<file path="src/rtl/undo_log_writer.sv">
// Undo-log record drain: buffers core records in a small FIFO and issues each one
// as a single-beat 64-bit write into its CQ slot's region of the undo log.
module undo_log_writer #(
   parameter int SLOT_W          = 7,
   parameter int ID_W            = 4,
   parameter int FIFO_DEPTH      = 4,
   parameter int MAX_OUTSTANDING = 4
) (
   input  logic                                       clk,
   input  logic                                       rst,
   input  logic                                       undo_log_valid,
   output logic                                       undo_log_ready,
   input  logic [ID_W-1:0]                            undo_log_id,
   input  logic [31:0]                                undo_log_addr,
   input  logic [31:0]                                undo_log_data,
   input  logic [SLOT_W-1:0]                          undo_log_slot,
   input  logic [63:0]                                base_addr,
   output logic                                       m_awvalid,
   input  logic                                       m_awready,
   output logic [63:0]                                m_awaddr,
   output logic                                       m_wvalid,
   input  logic                                       m_wready,
   output logic [63:0]                                m_wdata,
   output logic [7:0]                                 m_wstrb,
   output logic                                       m_wlast,
   input  logic                                       m_bvalid,
   output logic                                       m_bready,
   input  logic [1:0]                                 m_bresp,
   output logic [$clog2(MAX_OUTSTANDING+1)-1:0]       outstanding,
   output logic                                       idle,
   output logic                                       err,
   output logic [31:0]                                n_writes
);

   localparam int AW    = $clog2(FIFO_DEPTH);
   localparam int ENT_W = SLOT_W + ID_W + 64;
   localparam int OUT_W = $clog2(MAX_OUTSTANDING + 1);
   localparam logic [OUT_W-1:0] MAX_O = OUT_W'(MAX_OUTSTANDING);

   logic [ENT_W-1:0] r_mem [FIFO_DEPTH];
   logic [AW:0]      r_wptr, r_rptr;
   logic             r_vld, r_aw_done, r_w_done;
   logic [63:0]      r_awaddr, r_wdata;
   logic [OUT_W-1:0] r_out;
   logic             r_err;
   logic [31:0]      r_nwr;

   logic             w_full, w_empty, w_push, w_load, w_retire;
   logic             w_aw_hs, w_w_hs, w_bdec;
   logic [ENT_W-1:0] w_head;
   logic [63:0]      w_awaddr_nxt;

   // Extra pointer bit distinguishes full from empty when the indices match.
   assign w_empty = (r_wptr == r_rptr);
   assign w_full  = (r_wptr[AW] != r_rptr[AW]) && (r_wptr[AW-1:0] == r_rptr[AW-1:0]);
   assign w_push  = undo_log_valid & ~w_full;
   assign w_head  = r_mem[r_rptr[AW-1:0]];

   assign w_aw_hs  = m_awvalid & m_awready;
   assign w_w_hs   = m_wvalid & m_wready;
   assign w_retire = r_vld & (r_aw_done | w_aw_hs) & (r_w_done | w_w_hs);
   assign w_load   = (~r_vld | w_retire) & ~w_empty & (r_out < MAX_O);
   assign w_bdec   = m_bvalid & (r_out != '0);

   // Record slot {slot,id} is an 8-byte index into the region.
   assign w_awaddr_nxt = (base_addr & ~64'd7) + 64'({w_head[ENT_W-1:64], 3'b000});

   always_ff @(posedge clk) begin
      if (w_push) r_mem[r_wptr[AW-1:0]] <= {undo_log_slot, undo_log_id, undo_log_data, undo_log_addr};
   end

   always_ff @(posedge clk or posedge rst) begin
      if (rst) begin
         r_wptr <= '0;
         r_rptr <= '0;
      end else begin
         if (w_push) r_wptr <= r_wptr + 1'b1;
         if (w_load) r_rptr <= r_rptr + 1'b1;
      end
   end

   always_ff @(posedge clk or posedge rst) begin
      if (rst) begin
         r_vld     <= 1'b0;
         r_aw_done <= 1'b0;
         r_w_done  <= 1'b0;
         r_awaddr  <= '0;
         r_wdata   <= '0;
      end else if (w_load) begin
         r_vld     <= 1'b1;
         r_aw_done <= 1'b0;
         r_w_done  <= 1'b0;
         r_awaddr  <= w_awaddr_nxt;
         r_wdata   <= w_head[63:0];
      end else if (w_retire) begin
         r_vld <= 1'b0;
      end else begin
         if (w_aw_hs) r_aw_done <= 1'b1;
         if (w_w_hs)  r_w_done  <= 1'b1;
      end
   end

   // A B with nothing outstanding is a slave protocol error; the counter just holds at 0.
   always_ff @(posedge clk or posedge rst) begin
      if (rst) begin
         r_out <= '0;
         r_err <= 1'b0;
         r_nwr <= '0;
      end else begin
         case ({w_load, w_bdec})
            2'b10:   r_out <= r_out + OUT_W'(1);
            2'b01:   r_out <= r_out - OUT_W'(1);
            default: r_out <= r_out;
         endcase
         if (m_bvalid && (m_bresp != 2'b00)) r_err <= 1'b1;
         if (m_bvalid) r_nwr <= r_nwr + 32'd1;
      end
   end

   assign undo_log_ready = ~w_full;
   assign m_awvalid      = r_vld & ~r_aw_done;
   assign m_wvalid       = r_vld & ~r_w_done;
   assign m_awaddr       = r_awaddr;
   assign m_wdata        = r_wdata;
   assign m_wstrb        = m_wvalid ? 8'hFF : 8'h00;
   assign m_wlast        = m_wvalid;
   assign m_bready       = 1'b1;
   assign outstanding    = r_out;
   assign idle           = w_empty & (r_out == '0);
   assign err            = r_err;
   assign n_writes       = r_nwr;

endmodule

</file>
<file path="config.mk">
export PLATFORM = sky130hd
export DESIGN_NAME = undo_log_writer
export DESIGN_NICKNAME = d
export VERILOG_FILES = /design/src/rtl/undo_log_writer.sv
export SDC_FILE = /design/constraint.sdc
export NUM_CORES = 1
export LEC_CHECK = 0
export ABC_CLOCK_PERIOD_IN_PS = 5400
export CAP_MARGIN = 40
export CELL_PAD_IN_SITES_DETAIL_PLACEMENT = 1
export CELL_PAD_IN_SITES_GLOBAL_PLACEMENT = 2
export CORE_MARGIN = 2
export CORE_UTILIZATION = 25
export CTS_CLUSTER_DIAMETER = 200
export DETAILED_ROUTE_END_ITERATION = 6
export PLACE_DENSITY = 0.71
export SLEW_MARGIN = 20
export SYNTH_ARGS = -nofsm -noshare
export SYNTH_HDL_FRONTEND = slang
export SYNTH_SLANG_ARGS = --single-unit
</file>
<file path="constraint.sdc">
create_clock -name clk -period 5.4 [get_ports clk]
set_input_delay 1.08 -clock clk [delete_from_list [all_inputs] [get_ports clk]]
set_output_delay 1.08 -clock clk [all_outputs]
set_load 0.03 [all_outputs]
</file>
==> After elaboration in Yosys (flattened, before gate mapping) <==
Memories as Yosys holds them, arrays and structs flattened.
Cells that the tools add are included.
{ "totals": {"wordCells": 66, "mem_count": 1, "output_inout_bits": 178, "register_bits": 173, "latch_bits": 0, "mem_bits_ro": 0, "ram_bits": 300} }
{ "mem_list": {"columns": ["memory", "depth", "width", "rd", "rd_ports_with_merged_regs", "write_ports", "line", "rtl"], "rows": [
  ["r_mem", 4, 75, 1, 0, 1, "40", "logic [ENT_W-1:0] r_mem [FIFO_DEPTH];"]
]} }
{ "op_classes": {"n_eq_ne": 6, "mux": 12, "shifts": 0, "bitwise": 19, "magnitude_cmp": 1, "mul": 0, "div_mod_pow": 0, "n_reduce_logical": 11, "add_sub_neg": 6} }
{ "ops": {"columns": ["operator", "n"], "rows": [
  ["$add 64x14->64", 1],
  ["$add 32x1->32 const B", 1],
  ["$and 1x1->1", 11],
  ["$mux 1", 10],
  ["$reduce_bool 2->1", 5],
  ["$add 3x1->3 const B", 3],
  ["$mux 8", 1],
  ["$pmux 3 s2", 1],
  ["$not 1->1", 5],
  ["$reduce_and 2->1", 2],
  ["$eq 3x3->1", 1],
  ["$logic_not 3->1", 1],
  ["$lt 3x3->1 const B", 1],
  ["$or 1x1->1", 3],
  ["$reduce_bool 3->1", 1],
  ["$sub 3x1->3 const B", 1],
  ["$eq 2x1->1 const B", 1],
  ["$eq 2x2->1", 1],
  ["$eq 2x2->1 const B", 1],
  ["$logic_and 1x1->1", 2],
  ["$ne 2x2->1 const B", 1],
  ["$ne 1x1->1", 1]
]} }

==> Logic depth before layout (Yosys ltp) <==
Gate-level depths: netlist (run 1).
{ "depth": {"word_depth": 11, "depth_mapped": 14} }

==> Least setup slack after synthesis (run 1) <==
No wires, ideal clock.
{ "synth_path": {"path_type": "register -> register", "startpoint": "reg r_rptr[0]", "endpoint": "reg r_awaddr[53] (netlist: m_awaddr[53])", "required_time_ps": 5318, "stages_incl_launch_ff": 15, "t_arrival_ps": 4071, "n_path_buf": 5, "path_slack_ps": 1247, "path_cell_list": "dfrtp_1 > clkbuf_1 > buf_2 > buf_1 > mux4_2 > ha_1 > fa_1 > a21o_1 > a221oi_1 > and3_1 > or2_1 > clkbuf_1 > buf_2 > o21ai_0 > a31oi_1"} }
{ "synth_between": {"elab_chain_len": 4, "elab_cells_between_ends": 6, "cone_classes": "1 x add/sub; 1 x eq/ne; 3 x bitwise; 1 x memory"} }
{ "synth_rtl": {"columns": ["item", "line", "rtl"], "rows": [
  ["start, declared", "41", "logic [AW:0] r_wptr, r_rptr;"],
  ["start signal, assigned", "78", "if (w_load) r_rptr <= r_rptr + 1'b1;"],
  ["parallel branches: the longest is 4 deep, another holds $mem_v2 4x75", null, null],
  ["end signal, assigned", "93", "r_awaddr <= w_awaddr_nxt;"],
  ["end, declared", "43", "logic [63:0] r_awaddr, r_wdata;"]
]} }
Several ways; the timed one is not identified.
A chain may end at the register's enable or synchronous reset.

==> Final worst setup path (run 1) <==
{ "layout_path": {"startpoint": "reg r_rptr[1]", "endpoint": "out idle"} }
{ "layout_between": {"elab_chain_len": 2} }
{ "layout_rtl": {"columns": ["item", "line", "rtl"], "rows": [
  ["$eq 3x3->1", "54", "assign w_empty = (r_wptr == r_rptr);"],
  ["$and 1x1->1", "129", "assign idle = w_empty & (r_out == '0);"],
  ["end, declared", "30", "output logic idle,"]
]} }
Every way passes these cells.

==> impl_metrics.env, run 1 <==
export IMPL_run_status="completed"
export IMPL_rows=101
export IMPL_synth_cell_types=54
export IMPL_dieWidth_um=281
export IMPL_cp_num_buf_inv=1
export IMPL_critPathKind="register to output pin"
export IMPL_synth_top_flop_cell="edfxtp_1"
export IMPL_ant_nets=0
export IMPL_synth_edff_count=300
export IMPL_grt_use_total_pct=13.7
export IMPL_fin_nets=1823
export IMPL_drt_initial_drc_count=627
export IMPL_postCtsHoldBufs=0
export IMPL_syn_avg_cell_area_um2=14.4
export IMPL_yosysTopAreaCell="edfxtp_1"
export IMPL_cts_htree_levels=2
export IMPL_die_area_um2=79200
export IMPL_antenna_found_initial=4
export IMPL_post_cts_buffers=0
export IMPL_setup_ws_ps=1300
export IMPL_fmax_ghz=0.244
export IMPL_numCtsBuffers=54
export IMPL_cts_root_buf="clkbuf_16"
export IMPL_syn_inst=1332
export IMPL_floorplan_initialDensity_pct=25.3
export IMPL_grt_overflow=0
export IMPL_power_mw=15.5
export IMPL_area_growth_pct=32.8
export IMPL_setup_tns_ps=0
export IMPL_cts_tree="built"
export IMPL_crit_chain="xor2_1 > or3_1 > nor4_1 > clkdlybuf4s50_1"
export IMPL_r2r_cells=9
export IMPL_final_util_pct=33.6
export IMPL_cts_clk_slew_worst_paths_ps=60
export IMPL_drc=0
export IMPL_drv_cap=0
export IMPL_clkSinkCount=470
export IMPL_multi_input_area_um2=5610
export IMPL_grt_pass1_vias=13400
export IMPL_dieHeight_um=281
export IMPL_vias=12200
export IMPL_core_um2=76100
export IMPL_endpoint_kind="output pin"
export IMPL_slowest_stage="dfrtp_4"
export IMPL_synth_most_common_cell="edfxtp_1"
export IMPL_hold_depth=2
export IMPL_vias_per_cell=4.45
export IMPL_synthTopCellsByCount="edfxtp_1, nand2_1, dfrtp_1"
export IMPL_yosys_top_cells_area="edfxtp_1, dfrtp_1, mux4_2, nand2_1, xnor2_1"
export IMPL_hold_viol=0
export IMPL_peakVddDrop_uv=272
export IMPL_fin_crit_sh_pct=76.0
export IMPL_wl_mm=54.4
export IMPL_routedWlPerCell_um=19.9
export IMPL_setup_viol=0
export IMPL_seq_area_um2=13300
export IMPL_worst_ep_required_time_ps=4320
export IMPL_fillerInstances=8057
export IMPL_post_cts_resized=0
export IMPL_hold_path_class="register to register"
export IMPL_power_leakage_nw=9.25
export IMPL_drive_above_1_share_pct=11.6
export IMPL_synthesis_area_um2=19200
export IMPL_max_stage_delay_ps=740
export IMPL_port_buffers=317
export IMPL_ys_async_sr_fraction_pct=36.2
export IMPL_layout_min_cycle_time_ps=4100
export IMPL_ys_seq_area_share_pct=68.9
export IMPL_whs_ps=469
export IMPL_path_depth=4
export IMPL_hpwl_mm=35.0
export IMPL_fin_skew_ps=14.7
export IMPL_cp_max_fo=29
export IMPL_ios=325
export IMPL_critPathArrivalTime_ps=3020
export IMPL_path_delay_family="flip-flops"
export IMPL_synth_seq_cells=470
export IMPL_powerDensity_nw_per_um2=607
export IMPL_place_ws_ps=1010
export IMPL_grt_setup_unrepaired="false"
export IMPL_timing_slew_headroom_pct=47.2
export IMPL_cp_start_kind="register"
export IMPL_gp_congestion=0.776
export IMPL_clkLatencyLatePin_ps=610
export IMPL_slew_violations=0
export IMPL_yosys_warnings=0
export IMPL_cts_buffer_depth=3
export IMPL_worst_pin_slew_ps=792
export IMPL_grt_first_pass_wirelength_mm=82.8
export IMPL_drt_pass1_iter_count=4
export IMPL_synth_top_area_share_pct=46.8
export IMPL_grt_max_degree=74
-- cell families after synthesis --
kind of cell / share of synthesized area, %
buffers and inverters: 2.04
AO/OA/AOI/OAI: 4.03
adder cells (fa/ha/maj): 1.38
AND/OR/NAND/NOR: 11.9
multiplexers: 8.89
XOR/XNOR: 2.82
flip-flops: 68.9
other: 0.0390
-- cells in the final DEF (no fill, tap or decap), types with 10 or more instances in the layout --
| master | n |
|---|---|
| ha_1 | 18 |
| dfrtp_1 | 168 |
| o21ai_0 | 37 |
| clkdlybuf4s50_1 | 317 |
| edfxtp_1 | 300 |
| buf_4 | 13 |
| a31oi_1 | 33 |
| xnor2_1 | 42 |
| clkbuf_1 | 15 |
| and3_1 | 19 |
| a21oi_1 | 10 |
| nor2_1 | 57 |
| xor2_1 | 20 |
| o31ai_1 | 21 |
| nand4_1 | 18 |
| mux4_2 | 75 |
| or4_1 | 26 |
| clkbuf_16 | 55 |
| nand3_1 | 29 |
| nand2_1 | 288 |
-- layer usage --
layer / global-route usage [%] / wire length (µm) / up-vias
li1: - / - / 5587
met4: 2.93 / 852 / 8
met1: 16.5 / 22400 / 6213
met3: 3.74 / 3570 / 65
met2: 24.4 / 27600 / 289
met5: 0 / 59 / -
-- sequential cells by signal (all words and copies together), names as in the netlist --
register / cells
r_mem: 300
m_wdata: 64
m_awaddr: 61
n_writes: 32
outstanding: 3
r_rptr: 3
r_wptr: 3
err: 1
r_aw_done: 1
r_vld: 1
r_w_done: 1
-- worst register-to-register path: cells and delay by family, from the launching register on --
kind | cells | cell delay [ps]
AOI/OAI and AO/OA | 4 | 1150
adders and majority gates | 2 | 670
DFF | 1 | 600
muxes | 1 | 550
and+or+nand+nor | 2 | 910
-- cell type report --
cell class / instances / area share [%]
inverter: 10 / 0.171
antenna: 2 / 0.0196
clock buffer: 74 / 5.82
timing repair buffer: 342 / 13.8
multi-input combinational: 778 / 22.0
clock inverter: 26 / 1.26
tap: 1030 / 5.05
sequential: 470 / 52.0
-- stage by stage --
stage | cell area, µm² | cells
after CTS | 25400 | 2726
after global routing | 25500 | 2730
final | 25500 | 2732
after global placement | 23600 | 2623
after detailed placement | 23600 | 2626
after floorplan | 19200 | 1334
-- power breakdown --
| part | total, mW | switching, mW | internal, mW |
|---|---|---|---|
| clock network | 3.72 | 1.54 | 2.18 |
| registers | 5.50 | 0.519 | 4.98 |
| logic | 6.30 | 3.84 | 2.46 |
-- worst paths after layout --
| path | start | end | slack, ps |
|---|---|---|---|
| setup reg to reg | r_rptr[0]$_DFFE_PP0P_ | m_awaddr[63]$_DFFE_PP0P_ | 1420 |
| setup / recovery | r_rptr[1]$_DFFE_PP0P_ | idle | 1300 |
| max in group asynchronous | rst | m_wdata[23]$_DFFE_PP0P_ | 3830 |
| hold / removal | m_wdata[18]$_DFFE_PP0P_ | m_wdata[18]$_DFFE_PP0P_ | 470 |
| hold reg to reg | m_wdata[18]$_DFFE_PP0P_ | m_wdata[18]$_DFFE_PP0P_ | 470 |
| min in group asynchronous | rst | m_awaddr[22]$_DFFE_PP0P_ | 730 |
Power figures use the tool's default switching activity.
==> run 2: changes to the inputs <==
ABC_CLOCK_PERIOD_IN_PS = 4100   (was 5400)
PLACE_DENSITY = 0.69   (was 0.71)
clock period = 4.1 ns   (was 5.4 ns; I/O delays follow)
==> run 2 against run 1 <==
  * Sequential cell count is the same
  * Global-route usage shrank 0.24 points
  * Register-to-register slack lost 1100 ps
  * Cell area grew 0.37%
  * Sequential share of layout area shrank 0.19 points
  * Routed wire length shrank 1.1%
  * Critical path depth grew 1
  * Die area is the same
  * Non-clock buffer count grew 4
  * First-iteration DRC count shrank 21%
  * Clock skew grew 8.7 ps
  * Largest cell class unchanged
==> impl_metrics.env, run 2 (synthesis gave the netlist of run 1 again) <==
export IMPL_drc=0
export IMPL_routedWlPerCell_um=19.7
export IMPL_fillerInstances=8027
export IMPL_fin_nets=1827
export IMPL_clkLatencyLatePin_ps=620
export IMPL_fin_skew_ps=23.4
export IMPL_layout_min_cycle_time_ps=3870
export IMPL_drive_above_1_share_pct=12.0
export IMPL_layout_commonest_cell="clkdlybuf4s50_1"
export IMPL_hold_viol=0
export IMPL_cts_buffer_depth=3
export IMPL_endpoint_kind="output pin"
export IMPL_worst_pin_slew_ps=776
export IMPL_critPathArrivalTime_ps=3050
export IMPL_grt_overflow=0
export IMPL_floorplan_initialDensity_pct=25.3
export IMPL_wl_mm=53.8
export IMPL_layout_common_cells="clkdlybuf4s50_1, edfxtp_1, nand2_1"
export IMPL_peakVddDrop_uv=514
export IMPL_rows=101
export IMPL_port_buffers=317
export IMPL_ant_nets=0
export IMPL_cts_clk_slew_worst_paths_ps=60
export IMPL_setup_viol=0
export IMPL_powerDensity_nw_per_um2=805
export IMPL_hpwl_mm=34.6
export IMPL_cp_max_fo=20
export IMPL_postCtsHoldBufs=0
export IMPL_grt_max_degree=138
export IMPL_cp_start_kind="register"
export IMPL_vias_per_cell=4.44
export IMPL_worst_ep_required_time_ps=3280
export IMPL_grt_setup_unrepaired="false"
export IMPL_dieHeight_um=281
export IMPL_area_growth_pct=33.3
export IMPL_grt_pass1_vias=13200
export IMPL_setup_tns_ps=0
export IMPL_dieWidth_um=281
export IMPL_cts_root_buf="clkbuf_16"
export IMPL_vias=12200
export IMPL_antenna_found_initial=5
export IMPL_gp_congestion=0.787
export IMPL_timing_slew_headroom_pct=48.3
export IMPL_grt_use_total_pct=13.5
export IMPL_fmax_ghz=0.258
export IMPL_numCtsBuffers=54
export IMPL_core_um2=76100
export IMPL_drv_cap=0
export IMPL_largest_reg_flops=300
export IMPL_slew_violations=0
export IMPL_placedCellCount=2633
export IMPL_die_area_um2=79200
export IMPL_clkSinkCount=470
export IMPL_fin_crit_sh_pct=94.4
export IMPL_cts_htree_levels=2
export IMPL_cts_tree="built"
export IMPL_critPathKind="register to output pin"
export IMPL_drt_pass1_iter_count=4
export IMPL_instances_no_fill=2737
export IMPL_power_leakage_nw=9.32
export IMPL_run_status="completed"
export IMPL_ios=325
export IMPL_drt_initial_drc_count=495
export IMPL_hold_path_class="register to register"
export IMPL_grt_first_pass_wirelength_mm=81.3
run 2: changes by cell type in the layout (fill, tap and decap cells not counted), moves of 2 or more:
cell / delta
buf_12: +3
buf_16: -3
buf_4: +5
bufinv_16: +2
clkbuf_8: +5
clkinv_4: -2
clkinvlp_4: -3
run 2: area by class of cell:
cell class	count	area [µm²]	share of cell area (%)
inverters	10	43.8	0.171
diodes	1	2.50	0.00976
clock buffers	78	1550	6.06
flip-flops and latches	470	13300	51.8
well taps	1030	1290	5.03
multi-input cells	778	5610	21.9
clock inverters	24	347	1.35
repair buffers	346	3520	13.7
run 2: final timing paths:
kind	slack (ps)	depth (start not counted)	to	from
hold / removal	470	1	n_writes[31]$_DFFE_PP0P_	n_writes[31]$_DFFE_PP0P_
hold reg to reg	470	1	n_writes[31]$_DFFE_PP0P_	n_writes[31]$_DFFE_PP0P_
setup reg to reg	290	10	m_awaddr[63]$_DFFE_PP0P_	r_rptr[0]$_DFFE_PP0P_
setup / recovery	230	5	idle	r_rptr[0]$_DFFE_PP0P_
max in group asynchronous	2800	3	r_rptr[1]$_DFFE_PP0P_	rst
min in group asynchronous	690	3	m_awaddr[22]$_DFFE_PP0P_	rst
run 2: repair_timing:
item | 4_1_cts | 5_1_grt
setup buffers | 0 | 0
resized for setup | 1 | 0
setup endpoints to repair | 1 | 0
run 2: metal layers:
metal,track usage (%),part of all wire [%],up-vias
met5,0,0.13,-
met4,3.64,2.5,10
met3,4.17,7.2,92
met2,23.1,49,276
met1,16.4,41,6180
li1,-,-,5600
run 2: stage by stage:
step	setup WS, ps	total power [mW]	util, %	hold WS [ps]	cell area (µm²)
final	229	20.6	33.7	466	25600
after global routing	19.0	21.9	33.7	499	25600
after CTS	118	21.1	33.7	473	25600
after detailed placement	126	15.9	31.2	455	23700
after global placement	150	15.7	31.2	456	23700
after floorplan	209	12.4	-	460	19200
run 2: power breakdown:
| part | total (mW) | internal (mW) | switching, mW |
|---|---|---|---|
| clock network | 5.08 | 3.08 | 2.00 |
| logic | 8.38 | 3.25 | 5.14 |
| registers | 7.17 | 6.55 | 0.618 |
| total | 20.6 | 12.9 | 7.75 |
run 2: critical path, cell delays in order, from the launching register on:
cell	delay, ps
dfrtp_4	570
buf_6	330
xor2_1	170
or3_1	390
nor4_1	210
clkdlybuf4s50_1	740
